### config.mk
export PLATFORM = sky130hd
export DESIGN_NAME = instr_loader_flat
export DESIGN_NICKNAME = d
export VERILOG_FILES = /design/src/rtl/instr_loader_pkg.sv /design/src/rtl/instr_loader_if.sv /design/src/rtl/instr_loader.sv /design/src/flat_wrapper.sv
export SDC_FILE = /design/constraint.sdc
export NUM_CORES = 1
export LEC_CHECK = 0
export ABC_CLOCK_PERIOD_IN_PS = 5500
export BUFFER_PORTS_ARGS = -buffer_cell sky130_fd_sc_hd__buf_2
export CAP_MARGIN = 20
export CORE_UTILIZATION = 56
export CTS_BUF_LIST = sky130_fd_sc_hd__clkbuf_4
export DETAILED_ROUTE_END_ITERATION = 12
export PLACE_DENSITY = 0.84
export SYNTH_ARGS = -nofsm -noshare
export SYNTH_HDL_FRONTEND = slang
export SYNTH_SLANG_ARGS = --single-unit
### constraint.sdc
create_clock -name clock -period 5.5 [get_ports clock]
set_clock_uncertainty 0.05 [all_clocks]
set_input_delay 0.275 -clock clock [delete_from_list [all_inputs] [get_ports clock]]
set_output_delay 0.275 -clock clock [all_outputs]
set_load 0.05 [all_outputs]
### src/rtl/instr_loader_pkg.sv
// Shared definitions for the instruction-memory loader: FSM state encoding,
// bus widths, the write-request payload and the word-to-byte address rule
// also used by the memory and the CPU fetch path.
package instr_loader_pkg;

    localparam int unsigned BYTE_W     = 8;
    localparam int unsigned WORD_W     = 32;
    localparam int unsigned ADDR_W     = 32;
    localparam int unsigned IDX_W      = 2;
    localparam int unsigned ADDR_SHIFT = 2;

    typedef enum logic [2:0] {
        ST_IDLE  = 3'd0,
        ST_RECV  = 3'd1,
        ST_WRITE = 3'd2,
        ST_DONE  = 3'd3,
        ST_ERR   = 3'd4
    } state_t;

    typedef struct packed {
        logic [ADDR_W-1:0] addr;
        logic [WORD_W-1:0] data;
    } wr_req_t;

    // Byte address of instruction word w; the read side fetches at addr >> 2.
    function automatic logic [ADDR_W-1:0] word_byte_addr(input logic [ADDR_W-1:0] w);
        return w << ADDR_SHIFT;
    endfunction

endpackage

### src/rtl/instr_loader_if.sv
// Byte-stream input and memory write-port signals of the instruction loader.
//   master : program source / memory side (drives bytes, receives writes)
//   slave  : the loader (accepts bytes, drives writes)
interface instr_loader_if;
    import instr_loader_pkg::*;

    logic [BYTE_W-1:0] byte_in;
    logic              byte_valid;
    logic              byte_last;
    logic              byte_ready;
    logic              wr_en;
    logic [ADDR_W-1:0] wr_addr;
    logic [WORD_W-1:0] wr_data;

    modport master (
        output byte_in, byte_valid, byte_last,
        input  byte_ready, wr_en, wr_addr, wr_data
    );

    modport slave (
        input  byte_in, byte_valid, byte_last,
        output byte_ready, wr_en, wr_addr, wr_data
    );

endinterface

### src/rtl/instr_loader.sv
// Instruction loader: packs a byte stream (MSB first) into 32-bit words and
// writes them to consecutive instruction-memory byte addresses 0, 4, 8, ...
// Ports:
//   clock, resetn        clock and asynchronous active-low reset
//   start                1-cycle pulse, begins a load from IDLE/DONE/ERR
//   bus (slave)          byte valid/ready input and memory write port
//   busy, done, error    load status (registered)
//   word_count           words written in the current/last load
module instr_loader
    import instr_loader_pkg::*;
#(
    parameter int unsigned DEPTH = 32,
    parameter int unsigned CNT_W = 6
) (
    input  logic             clock,
    input  logic             resetn,
    input  logic             start,
    instr_loader_if.slave    bus,
    output logic             busy,
    output logic             done,
    output logic             error,
    output logic [CNT_W-1:0] word_count
);

    state_t              state_q, state_d;
    logic [IDX_W-1:0]    idx_q, idx_d;
    logic [WORD_W-1:0]   shift_q, shift_d;
    logic                last_q, last_d;
    logic [CNT_W-1:0]    count_q, count_d;
    logic                busy_q, busy_d;
    logic                done_q, done_d;
    logic                error_q, error_d;
    logic                ready_q, ready_d;
    logic                wr_en_q, wr_en_d;
    logic [ADDR_W-1:0]   wr_addr_q, wr_addr_d;
    logic [WORD_W-1:0]   wr_data_q, wr_data_d;

    logic                hs_c;
    logic [WORD_W-1:0]   shift_nxt_c;

    assign hs_c        = bus.byte_valid & ready_q;
    assign shift_nxt_c = {shift_q[WORD_W-BYTE_W-1:0], bus.byte_in};

    // Next-state and next-output logic; every output is registered below.
    always_comb begin
        state_d   = state_q;
        idx_d     = idx_q;
        shift_d   = shift_q;
        last_d    = last_q;
        count_d   = count_q;
        busy_d    = busy_q;
        done_d    = done_q;
        error_d   = error_q;
        ready_d   = ready_q;
        wr_en_d   = 1'b0;
        wr_addr_d = wr_addr_q;
        wr_data_d = wr_data_q;

        case (state_q)
            ST_IDLE, ST_DONE, ST_ERR: begin
                if (start) begin
                    state_d = ST_RECV;
                    idx_d   = '0;
                    last_d  = 1'b0;
                    count_d = '0;
                    done_d  = 1'b0;
                    error_d = 1'b0;
                    busy_d  = 1'b1;
                    ready_d = 1'b1;
                end
            end

            ST_RECV: begin
                if (hs_c) begin
                    shift_d = shift_nxt_c;
                    idx_d   = idx_q + IDX_W'(1);
                    if (idx_q == IDX_W'(3)) begin
                        // Memory full: refuse the word rather than write past the top.
                        if (count_q == CNT_W'(DEPTH)) begin
                            state_d = ST_ERR;
                            error_d = 1'b1;
                            busy_d  = 1'b0;
                            ready_d = 1'b0;
                        end else begin
                            state_d   = ST_WRITE;
                            last_d    = bus.byte_last;
                            ready_d   = 1'b0;
                            wr_en_d   = 1'b1;
                            wr_data_d = shift_nxt_c;
                            wr_addr_d = word_byte_addr(ADDR_W'(count_q));
                        end
                    end else if (bus.byte_last) begin
                        // Program ended mid-word: abort without a write.
                        state_d = ST_ERR;
                        error_d = 1'b1;
                        busy_d  = 1'b0;
                        ready_d = 1'b0;
                    end
                end
            end

            ST_WRITE: begin
                count_d = count_q + CNT_W'(1);
                if (last_q) begin
                    state_d = ST_DONE;
                    done_d  = 1'b1;
                    busy_d  = 1'b0;
                end else begin
                    state_d = ST_RECV;
                    ready_d = 1'b1;
                end
            end

            default: begin
                state_d = ST_IDLE;
                busy_d  = 1'b0;
                ready_d = 1'b0;
            end
        endcase
    end

    // State and output registers; reset also cuts off any in-flight write.
    always_ff @(posedge clock or negedge resetn) begin
        if (!resetn) begin
            state_q   <= ST_IDLE;
            idx_q     <= '0;
            shift_q   <= '0;
            last_q    <= 1'b0;
            count_q   <= '0;
            busy_q    <= 1'b0;
            done_q    <= 1'b0;
            error_q   <= 1'b0;
            ready_q   <= 1'b0;
            wr_en_q   <= 1'b0;
            wr_addr_q <= '0;
            wr_data_q <= '0;
        end else begin
            state_q   <= state_d;
            idx_q     <= idx_d;
            shift_q   <= shift_d;
            last_q    <= last_d;
            count_q   <= count_d;
            busy_q    <= busy_d;
            done_q    <= done_d;
            error_q   <= error_d;
            ready_q   <= ready_d;
            wr_en_q   <= wr_en_d;
            wr_addr_q <= wr_addr_d;
            wr_data_q <= wr_data_d;
        end
    end

    assign bus.byte_ready = ready_q;
    assign bus.wr_en      = wr_en_q;
    assign bus.wr_addr    = wr_addr_q;
    assign bus.wr_data    = wr_data_q;
    assign busy           = busy_q;
    assign done           = done_q;
    assign error          = error_q;
    assign word_count     = count_q;

endmodule

### src/flat_wrapper.sv
// flat-port wrapper written by rule: the top's interface ports become plain ports
module instr_loader_flat import instr_loader_pkg::*;
#(
    parameter int unsigned DEPTH = 32,
    parameter int unsigned CNT_W = 6
)
  (clock, resetn, start, busy, done, error, word_count, bus_byte_in, bus_byte_valid, bus_byte_last, bus_byte_ready, bus_wr_en, bus_wr_addr, bus_wr_data);
  instr_loader_if bus_i ();
  input  logic clock;
  input  logic resetn;
  input  logic start;
  output logic busy;
  output logic done;
  output logic error;
  output logic [CNT_W-1:0] word_count;
  input wire logic [$bits(bus_i.byte_in)-1:0] bus_byte_in;
  input wire logic [$bits(bus_i.byte_valid)-1:0] bus_byte_valid;
  input wire logic [$bits(bus_i.byte_last)-1:0] bus_byte_last;
  output wire logic [$bits(bus_i.byte_ready)-1:0] bus_byte_ready;
  output wire logic [$bits(bus_i.wr_en)-1:0] bus_wr_en;
  output wire logic [$bits(bus_i.wr_addr)-1:0] bus_wr_addr;
  output wire logic [$bits(bus_i.wr_data)-1:0] bus_wr_data;
  assign bus_i.byte_in = bus_byte_in;
  assign bus_i.byte_valid = bus_byte_valid;
  assign bus_i.byte_last = bus_byte_last;
  assign bus_byte_ready = bus_i.byte_ready;
  assign bus_wr_en = bus_i.wr_en;
  assign bus_wr_addr = bus_i.wr_addr;
  assign bus_wr_data = bus_i.wr_data;
  instr_loader #(.DEPTH(DEPTH), .CNT_W(CNT_W)) u_core (.clock(clock), .resetn(resetn), .start(start), .bus(bus_i), .busy(busy), .done(done), .error(error), .word_count(word_count));
endmodule
* Word-level counts from Yosys, hierarchy flattened
Cells that the tools add are included.
** Word-level totals
- Memories :: 0
- Bits of input ports :: 13
- ROM bits :: 0
- Word-level logic and storage cells :: 83
- Register bits :: 79
- Latch bits :: 0
- Output and inout bits :: 75
- Bits in writable memories :: 0
** Cells by class
- Add/subtract/negate cells :: 2
- Reductions and logical operators :: 14
- Equal/unequal tests :: 14
- Divide/modulo/power cells :: 0
- Order comparisons :: 0
- Mux-type cells :: 39
- Bitwise gates (word level) :: 2
- Shifts and indexed selects :: 0
- Multipliers :: 0
** Operators by type and width (count)
- 2-to-1 mux 1 bit :: 22
- 2-to-1 mux 3 bit :: 5
- AND reduction 5 bit :: 3
- one-hot mux 6 bit (2 select lines) :: 1
- one-hot mux 3 bit (3 select lines) :: 1
- AND reduction 3 bit :: 3
- AND reduction 4 bit :: 2
- adder 6 x 1 -> 6 bit (second input constant) :: 1
- equality test 3 x 2 -> 1 bit (second input constant) :: 2
- equality test 6 bit (second input constant) :: 1
- 2-to-1 mux 2 bit :: 3
- 2-to-1 mux 6 bit :: 1
- inequality test 2 x 1 -> 1 bit (second input constant) :: 3
- inequality test 2 bit (second input constant) :: 3
- one-hot mux 1 bit (2 select lines) :: 3
- one-hot mux 1 bit (3 select lines) :: 2
- one-hot mux 2 bit (2 select lines) :: 1
- AND reduction 2 bit :: 2
- nonzero test 2 bit :: 2
- equality test 3 x 1 -> 1 bit (second input constant) :: 1
- equality test 3 bit (second input constant) :: 1
- logical NOT 3 bit :: 1
- inequality test 3 x 2 -> 1 bit (second input constant) :: 1
- inequality test 3 bit (second input constant) :: 1
- other kinds (5) :: 5

* Logic depth before layout (Yosys ltp)
Gate-level depths: netlist of the first run.
- Depth after elaboration :: 5
- Mapped depth :: 7
- Depth with buffers taken out :: 6

* Least setup slack after synthesis of the first run
Ideal clock, no wire load.
- Path kind :: register to register
- Start point :: register u_core.count_q[0] (netlist: u_core.word_count[0])
- End point :: register u_core.wr_addr_q[2] (netlist: u_core.bus.wr_addr[2])
- Library setup time :: 128 ps
- Data required time :: 5322 ps
- Stages on the path, launching flop included :: 8
- Slack :: 3392 ps
- Clock period less this slack :: 2108 ps
- Data arrival time :: 1930 ps
- Path buffers :: 1
- Cell sequence :: dfrtp_1 -> inv_1 -> ha_1 -> nand2_1 -> o41ai_4 -> nand2b_4 -> buf_6 -> mux2_1
** On the way
- Word-level cells in the longest chain between the ends :: 3
** Ends and longest elaborated chain
- from (decl) :: line instr_loader.sv:29 : logic [CNT_W-1:0] count_q, count_d;
- from (signal assigned) :: line instr_loader.sv:142 : count_q <= count_d;
- equality test 6 bit :: line instr_loader.sv:79 : if (count_q == CNT_W'(DEPTH)) begin
- inverter 1 bit (no line)
- AND reduction 4 bit (no line)
- to (signal assigned) :: line instr_loader.sv:148 : wr_addr_q <= wr_addr_d;
- to (decl) :: line instr_loader.sv:35 : logic [ADDR_W-1:0] wr_addr_q, wr_addr_d;
Several ways; a longest one is shown, not always the timed one.
A chain may end at the register's enable or synchronous reset.

* Worst setup path after layout of the first run
- Start point :: register u_core.state_q[0]
- End point :: register u_core.wr_data_q[11] (netlist: u_core.bus.wr_data[11])
** On the way
- Word-level cells in the longest chain between the ends :: 2
** Ends and longest elaborated chain
- from (decl) :: line instr_loader.sv:25 : state_t state_q, state_d;
- from (signal assigned) :: line instr_loader.sv:138 : state_q <= state_d;
- equality test 3 x 1 -> 1 bit :: line instr_loader.sv:59 : case (state_q)
- AND reduction 4 bit (no line)
- to (signal assigned) :: line instr_loader.sv:149 : wr_data_q <= wr_data_d;
- to (decl) :: line instr_loader.sv:36 : logic [WORD_W-1:0] wr_data_q, wr_data_d;
Every way passes these cells.

==> flow_summary.ini, run 1 <==
[worst_setup_path]
rr_worst_depth = 4
cp_data_arrival_time_ns = 3.23
r2r-end = u_core.bus.wr_data[11]
worstReg2RegStart = u_core.state_q[0]
startpoint_type = flip-flop
path_max_fanout = 40
worst-r2r-setup-slack_ns = 2.50
critPathCaptureType = flip-flop
crit_required_ns = 5.73
crit_type = reg2reg

[power_and_ir_drop]
leakagePower_uw = 0.00222
cellInternalPower_uw = 1020
power_frac_comb_pct = 34.4
max-vdd-ir-drop_uv = 280
switchingPower_uw = 728
p_sw_share_pct = 41.7
clockPowerShare_pct = 17.9
powerDensity_nw_per_um2 = 449
total_power_uw = 1740
p_seq_share_pct = 47.7

[timing]
rsz0062_at_grt = false
setup_ws_ns = 2.50
relSlewSlack_pct = 30.9
finalHoldWorstSlack_ns = 0.0247
hold_violations = 0
fmax_mhz = 333
period_needed_ns = 3.00
setup_viol = 0
post-route-period-util_pct = 54.6
worst_pin_slew_ns = 1.03
tns_ns = 0
slew_viol_final = 0

[clock_network]
htree_levels = 3
cts.sinks = 79
clk_pin_slew_ns = 0.12
cts_tree = done
cts_resized = 0
cts-root-buf = clkbuf_4
clk_path_buf_depth = 2
post_cts_buffers = 0
cts_hold_buf = 1
insertion_delay_ns = 0.39
cts_buffers = 9

[grt]
grt_overflow = 0
grt_pass1_vias = 2146
grt_max_degree = 80
antenna_found_initial = 0
grt_pass1_wl_mm = 10.2
gr-usage-all-layers_pct = 20.8

[synthesis]
yosys_warnings = 0
ys_dominant_reg_cell = dfrtp_1
ys_seq_area_share_pct = 55.9
ys_seq_elements = 79
synth_edf_count = 0
avgSynthCellArea_um2 = 11.0
ys_types = 40
netlist_instances = 322
netlist_area_um2 = 3540
async_flop_share_pct = 100

[cells_and_area]
layout.cells.non_filler = 458
final_common_cell = nand2_1
antenna_cells = 0
final_cell_mix = nand2_1 (85), dfrtp_1 (79), buf_2 (60), mux2_1 (38), conb_1 (26)
layout.nets = 396
drive_gt1_share_pct = 21.1
syn_to_final_growth_pct = 9.69

[floorplan]
dieArea_um2 = 6640
start_util_pct = 58.7
die_w_um = 81.5
core_um2 = 6030
die_h_um = 81.5
placementRows = 28
num_io_pins = 88

[place]
gp_congestion = 0.925
dp.cells = 443
dp_worst_setup_slack_ns = 2.49
portBuffers = 61
dp_hpwl_mm = 4.20

[route]
ant_nets = 0
drt-total-wl_mm = 6.20
via_count = 2408
firstDrtPassIters = 4
drcViolationCount = 0
dr.first_iter.drc_count = 263
wl_per_cell_um = 13.5
viasPerCell = 5.26

[min_path]
hold_end = u_core.shift_q[6]
hp-class = in2reg
hp-start = bus_byte_in[6]
whs_path_depth = 3

[status]
run_status = completed

[job]
maxCapViolCount = 0
## cell usage after synthesis (2+ instances only)
library cell / number / area share, %
inv_1: 9 / 0.95
a21oi_1: 9 / 1.3
a31o_2: 2 / 0.49
dfrtp_1: 79 / 56
nand3_1: 5 / 0.71
a22oi_1: 3 / 0.64
nand2_1: 85 / 9.0
o21ai_1: 2 / 0.28
clkbuf_1: 9 / 0.95
o21ai_0: 12 / 1.7
nor3_1: 2 / 0.28
nor2_1: 3 / 0.32
a22o_1: 2 / 0.49
o211ai_1: 2 / 0.42
buf_6: 4 / 1.3
buf_4: 27 / 5.7
mux2_1: 38 / 12
nand2b_1: 4 / 0.71
ha_1: 3 / 1.1
o31ai_1: 2 / 0.42
## power groups by stage
| stage | Sequential [uW] | Clock, uW | Combinational (uW) |
|---|---|---|---|
| floorplan | 1000 | 0 | 313 |
| global placement | 838 | 0 | 585 |
| detailed placement | 844 | 0 | 602 |
| CTS | 833 | 320 | 606 |
| global route | 855 | 350 | 659 |
| finish | 833 | 313 | 600 |
## cells by family (layout without fill, tap and decap cells)
logic type | after synthesis | count (layout) | share of synthesized area (%)
muxes | 38 | 38 | 12.1
adders and majority gates | 4 | 4 | 1.34
other | 1 | 26 | 0.106
and+or+nand+nor | 110 | 110 | 13.9
DFF | 79 | 79 | 55.9
AOI/OAI and AO/OA | 40 | 40 | 7.67
buffers and inverters | 50 | 86 | 9.01
## state kept, by name, indices dropped and copies added (netlist names), 2 cells and up
register and flops:
u_core.bus.wr_addr 6, u_core.bus.wr_data 32, u_core.state_q 3, u_core.idx_q 2, u_core.shift_q 24, u_core.word_count 6
## cell type report
cell class / count / area, um2
multi-input cells: 218 / 1340
inverters: 10 / 37.5
fillers: 493 / 2140
clock inverters: 5 / 51.3
flip-flops and latches: 79 / 1980
clock buffers: 9 / 67.6
repair buffers: 62 / 318
well taps: 75 / 93.8
## per-stage QoR
step | cell area (um2) | util [%]
2_1_floorplan | 3630 | -
3_3_place_gp | 3750 | 62.3
3_5_place_dp | 3750 | 62.3
4_1_cts | 3880 | 64.4
5_1_grt | 3880 | 64.4
6_report | 3880 | 64.4
## how the worst max path moves through the flow
| stage | start | end | cells after the start |
|---|---|---|---|
| 2_1_floorplan | u_core.word_count[0] | u_core.bus.wr_addr[2] | 7 |
| 3_3_place_gp | u_core.state_q[0] | u_core.bus.wr_data[10] | 4 |
| 3_5_place_dp | u_core.state_q[0] | u_core.bus.wr_data[28] | 4 |
| 4_1_cts | u_core.state_q[0] | u_core.bus.wr_data[28] | 4 |
| 5_1_grt | u_core.state_q[0] | u_core.bus.wr_data[11] | 4 |
| 6_report | u_core.state_q[0] | u_core.bus.wr_data[11] | 4 |
## routing by layer
metal / vias up / routed length [um] / track usage, % / part of all wire, %
li1: 1152 / - / - / -
met3: 9 / 270 / 3.33 / 4.4
met5: - / 0 / 0 / 0
met2: 80 / 2930 / 30.3 / 47
met1: 1167 / 2890 / 29.5 / 47
met4: 0 / 112 / 12.0 / 1.8
## worst max-delay path, cell delays in order, from the launching register on
cell and delay [ns]:
dfrtp_1 0.63, nor3b_4 0.39, and3_1 0.82, nand2b_4 0.51, mux2_1 0.46
Note: power is estimated with default switching activity, not from simulation.
==> run 2: changes to the inputs <==
--- a/config.mk
+++ b/config.mk
@@ -5,13 +5,14 @@
 export SDC_FILE = /design/constraint.sdc
 export NUM_CORES = 1
 export LEC_CHECK = 0
-export ABC_CLOCK_PERIOD_IN_PS = 5500
+export ABC_AREA = 1
+export ABC_CLOCK_PERIOD_IN_PS = 3000
 export BUFFER_PORTS_ARGS = -buffer_cell sky130_fd_sc_hd__buf_2
 export CAP_MARGIN = 20
-export CORE_UTILIZATION = 56
+export CORE_UTILIZATION = 55
 export CTS_BUF_LIST = sky130_fd_sc_hd__clkbuf_4
 export DETAILED_ROUTE_END_ITERATION = 12
-export PLACE_DENSITY = 0.84
+export PLACE_DENSITY = 0.83
 export SYNTH_ARGS = -nofsm -noshare
 export SYNTH_HDL_FRONTEND = slang
 export SYNTH_SLANG_ARGS = --single-unit
==> constraint.sdc (replaced) <==
create_clock -name clock -period 3 [get_ports clock]
set_clock_uncertainty 0.05 [all_clocks]
set_input_delay 0.15 -clock clock [delete_from_list [all_inputs] [get_ports clock]]
set_output_delay 0.15 -clock clock [all_outputs]
set_load 0.05 [all_outputs]
==> run 2 against run 1 <==
Cell count rose by 16%. Sequential cell count did not move. Count of clock-buffer cells in the layout did not move. Die area rose by 1.9%. Critical path type unchanged. Largest cell class unchanged. Highest routed layer unchanged.
==> flow_summary.ini, run 2 <==
[status]
run_status = completed

[synthesis]
synthTopCellsByArea = dfrtp_1 (56%), nand2_1 (11%), o21ai_1 (7.8%)
ys_types = 27
ys_seq_area_share_pct = 55.8
yosys_warnings = 0
netlist.area_leader.share_pct = 55.8
synth_edf_count = 0
yosys.area.top_type = dfrtp_1
avgSynthCellArea_um2 = 9.23
netlist_instances = 384
yosysMostFrequentCell = nand2_1
netlist_area_um2 = 3540
ys_seq_elements = 79
async_flop_share_pct = 100
synthTopCellsByCount = nand2_1 (106), dfrtp_1 (79), o21ai_1 (55)
ys_dominant_reg_cell = dfrtp_1

[floorplan]
placementRows = 28
die_w_um = 82.3
dieArea_um2 = 6770
start_util_pct = 58.5
die_h_um = 82.3
core_um2 = 6060
num_io_pins = 88

[route]
drcViolationCount = 0
drt-total-wl_mm = 7.07
via_count = 2796
firstDrtPassIters = 4
wl_per_cell_um = 13.4
ant_nets = 0
viasPerCell = 5.29
dr.first_iter.drc_count = 175

[timing]
setup_viol = 0
hold_violations = 0
worst_pin_slew_ns = 0.972
rsz0062_at_grt = false
tns_ns = 0
relSlewSlack_pct = 35.0
slew_viol_final = 0
fmax_mhz = 469
period_needed_ns = 2.13
post-route-period-util_pct = 71.1

[grt]
antenna_found_initial = 0
globalRouteMet3Util_pct = 3.74
grt_use_met1_pct = 33.6
grt_pass1_vias = 2540
gr-usage-all-layers_pct = 23.6
grt_pass1_wl_mm = 11.9
grt_overflow = 0
grt.busiest_layer = met2
grt_max_degree = 80
grt.met2_usage_pct = 35.4

[worst_setup_path]
crit_path_cell_trace = inv_1, ha_1, nand2_1, inv_1, nand3_2, nand2_1, o21ai_0, nand2_1
cp-startpoint = u_core.word_count[0]
path_max_fanout = 29
cp_data_arrival_time_ns = 2.39
worst_path_max_delay_cell = nand2_1
cp_num_buf_inv = 2
critPathMostFrequentCell = nand2_1
crit_required_ns = 3.26
worstReg2RegStart = u_core.word_count[0]
crit_type = reg2reg
slowest_delay_ns = 0.56
startpoint_type = flip-flop
cp_top_family = simple AND/OR/NAND/NOR gates
critPathCaptureType = flip-flop

[clock_network]
cts_resized = 0
cts-root-buf = clkbuf_4
clk_pin_slew_ns = 0.13
cts_tree = done
cts.sinks = 79
insertion_delay_ns = 0.42
cts_buffers = 9
htree_levels = 3
clk_path_buf_depth = 2

[place]
dp_hpwl_mm = 4.60
portBuffers = 61
placed_area_um2 = 3740
gp_congestion = 0.837

[cells_and_area]
final_common_cell = nand2_1
final_cell_mix = nand2_1 (106), dfrtp_1 (79), buf_2 (60), o21ai_1 (55), o21ai_0 (45)
layout.nets = 465
largest_register_ffs = 32
post-route-util_pct = 66.2
drive_gt1_share_pct = 21.4
antenna_cells = 0
design_area_um2 = 4010
syn_to_final_growth_pct = 13.2

[power_and_ir_drop]
leakagePower_uw = 0.00221
powerDensity_nw_per_um2 = 715
max-vdd-ir-drop_uv = 428

[min_path]
hp-class = in2reg
hp-start = bus_byte_valid

[job]
maxCapViolCount = 0
==> run 2: cell count changes after synthesis, moves of 4 or more <==
cell      delta
nand2_2      +5
nand2_1     +21
o21ai_0     +33
nand2b_1     -4
o21ai_1     +53
a21oi_1      -6
mux2_1      -38
==> run 2: layer usage <==
layer	up-vias	part of all wire [%]	wire, um
met5	-	0	0
met4	0	1.5	108
met3	9	4.7	332
met2	84	48	3430
met1	1362	45	3200
li1	1341	-	-
==> run 2: worst min-delay path: stages <==
cell and delay (ns):
buf_2 0.11, nand3_1 0.15, o21ai_0 0.10
==> run 2: path summary, 6_finish.rpt <==
| check | to | slack [ns] | cells past startpoint |
|---|---|---|---|
| min | u_core.idx_q[0] | 0.09 | 3 |
| max | u_core.bus.wr_data[28] | 0.87 | 8 |
| min in group asynchronous | u_core.busy | 0.37 | 2 |
| max reg2reg | u_core.bus.wr_data[28] | 0.87 | 8 |
| min reg2reg | u_core.bus.wr_data[28] | 0.43 | 2 |
| max in group asynchronous | u_core.bus.wr_data[18] | 1.93 | 2 |
==> run 2: cell families after synthesis <==
| group | Yosys count | share of synthesized area, % |
|---|---|---|
| AOI/OAI and AO/OA | 106 | 15.2 |
| buffers and inverters | 61 | 10.6 |
| other | 1 | 0.106 |
| DFF | 79 | 55.8 |
| and+or+nand+nor | 134 | 17.3 |
| adders and majority gates | 3 | 1.06 |
==> run 2: power by group <==
| part | internal (uW) | leakage (uW) | switching (uW) | total [uW] |
|---|---|---|---|---|
| Clock | 341 | 0.0000867 | 377 | 718 |
| Combinational | 186 | 0.00105 | 612 | 798 |
| Sequential | 1240 | 0.00107 | 106 | 1350 |
| Total | 1770 | 0.00221 | 1100 | 2870 |
==> run 2: final cells by class <==
type	count	area (um2)
clock inverters	7	95.1
clock buffers	9	67.6
flip-flops and latches	79	1980
multi-input cells	269	1290
repair buffers	73	425
fillers	499	2050
well taps	75	93.8
inverters	17	66.3
==> run 2: repair_timing <==
action,CTS,global route
setup buffers,0,0
hold buffers,11,0
endpoints found under the hold margin,97,0
==> run 2: stage by stage <==
| stage | hold WS, ns | worst slack [ns] | total power (uW) | cells |
|---|---|---|---|---|
| CTS | 0.0728 | 0.878 | 2890 | 529 |
| finish | 0.0886 | 0.868 | 2870 | 529 |
| global route | 0.100 | 0.635 | 3050 | 529 |
| floorplan | -0.196 | 1.13 | 2010 | 409 |
| global placement | 0.306 | 0.994 | 2130 | 502 |
| detailed placement | 0.316 | 0.902 | 2160 | 502 |
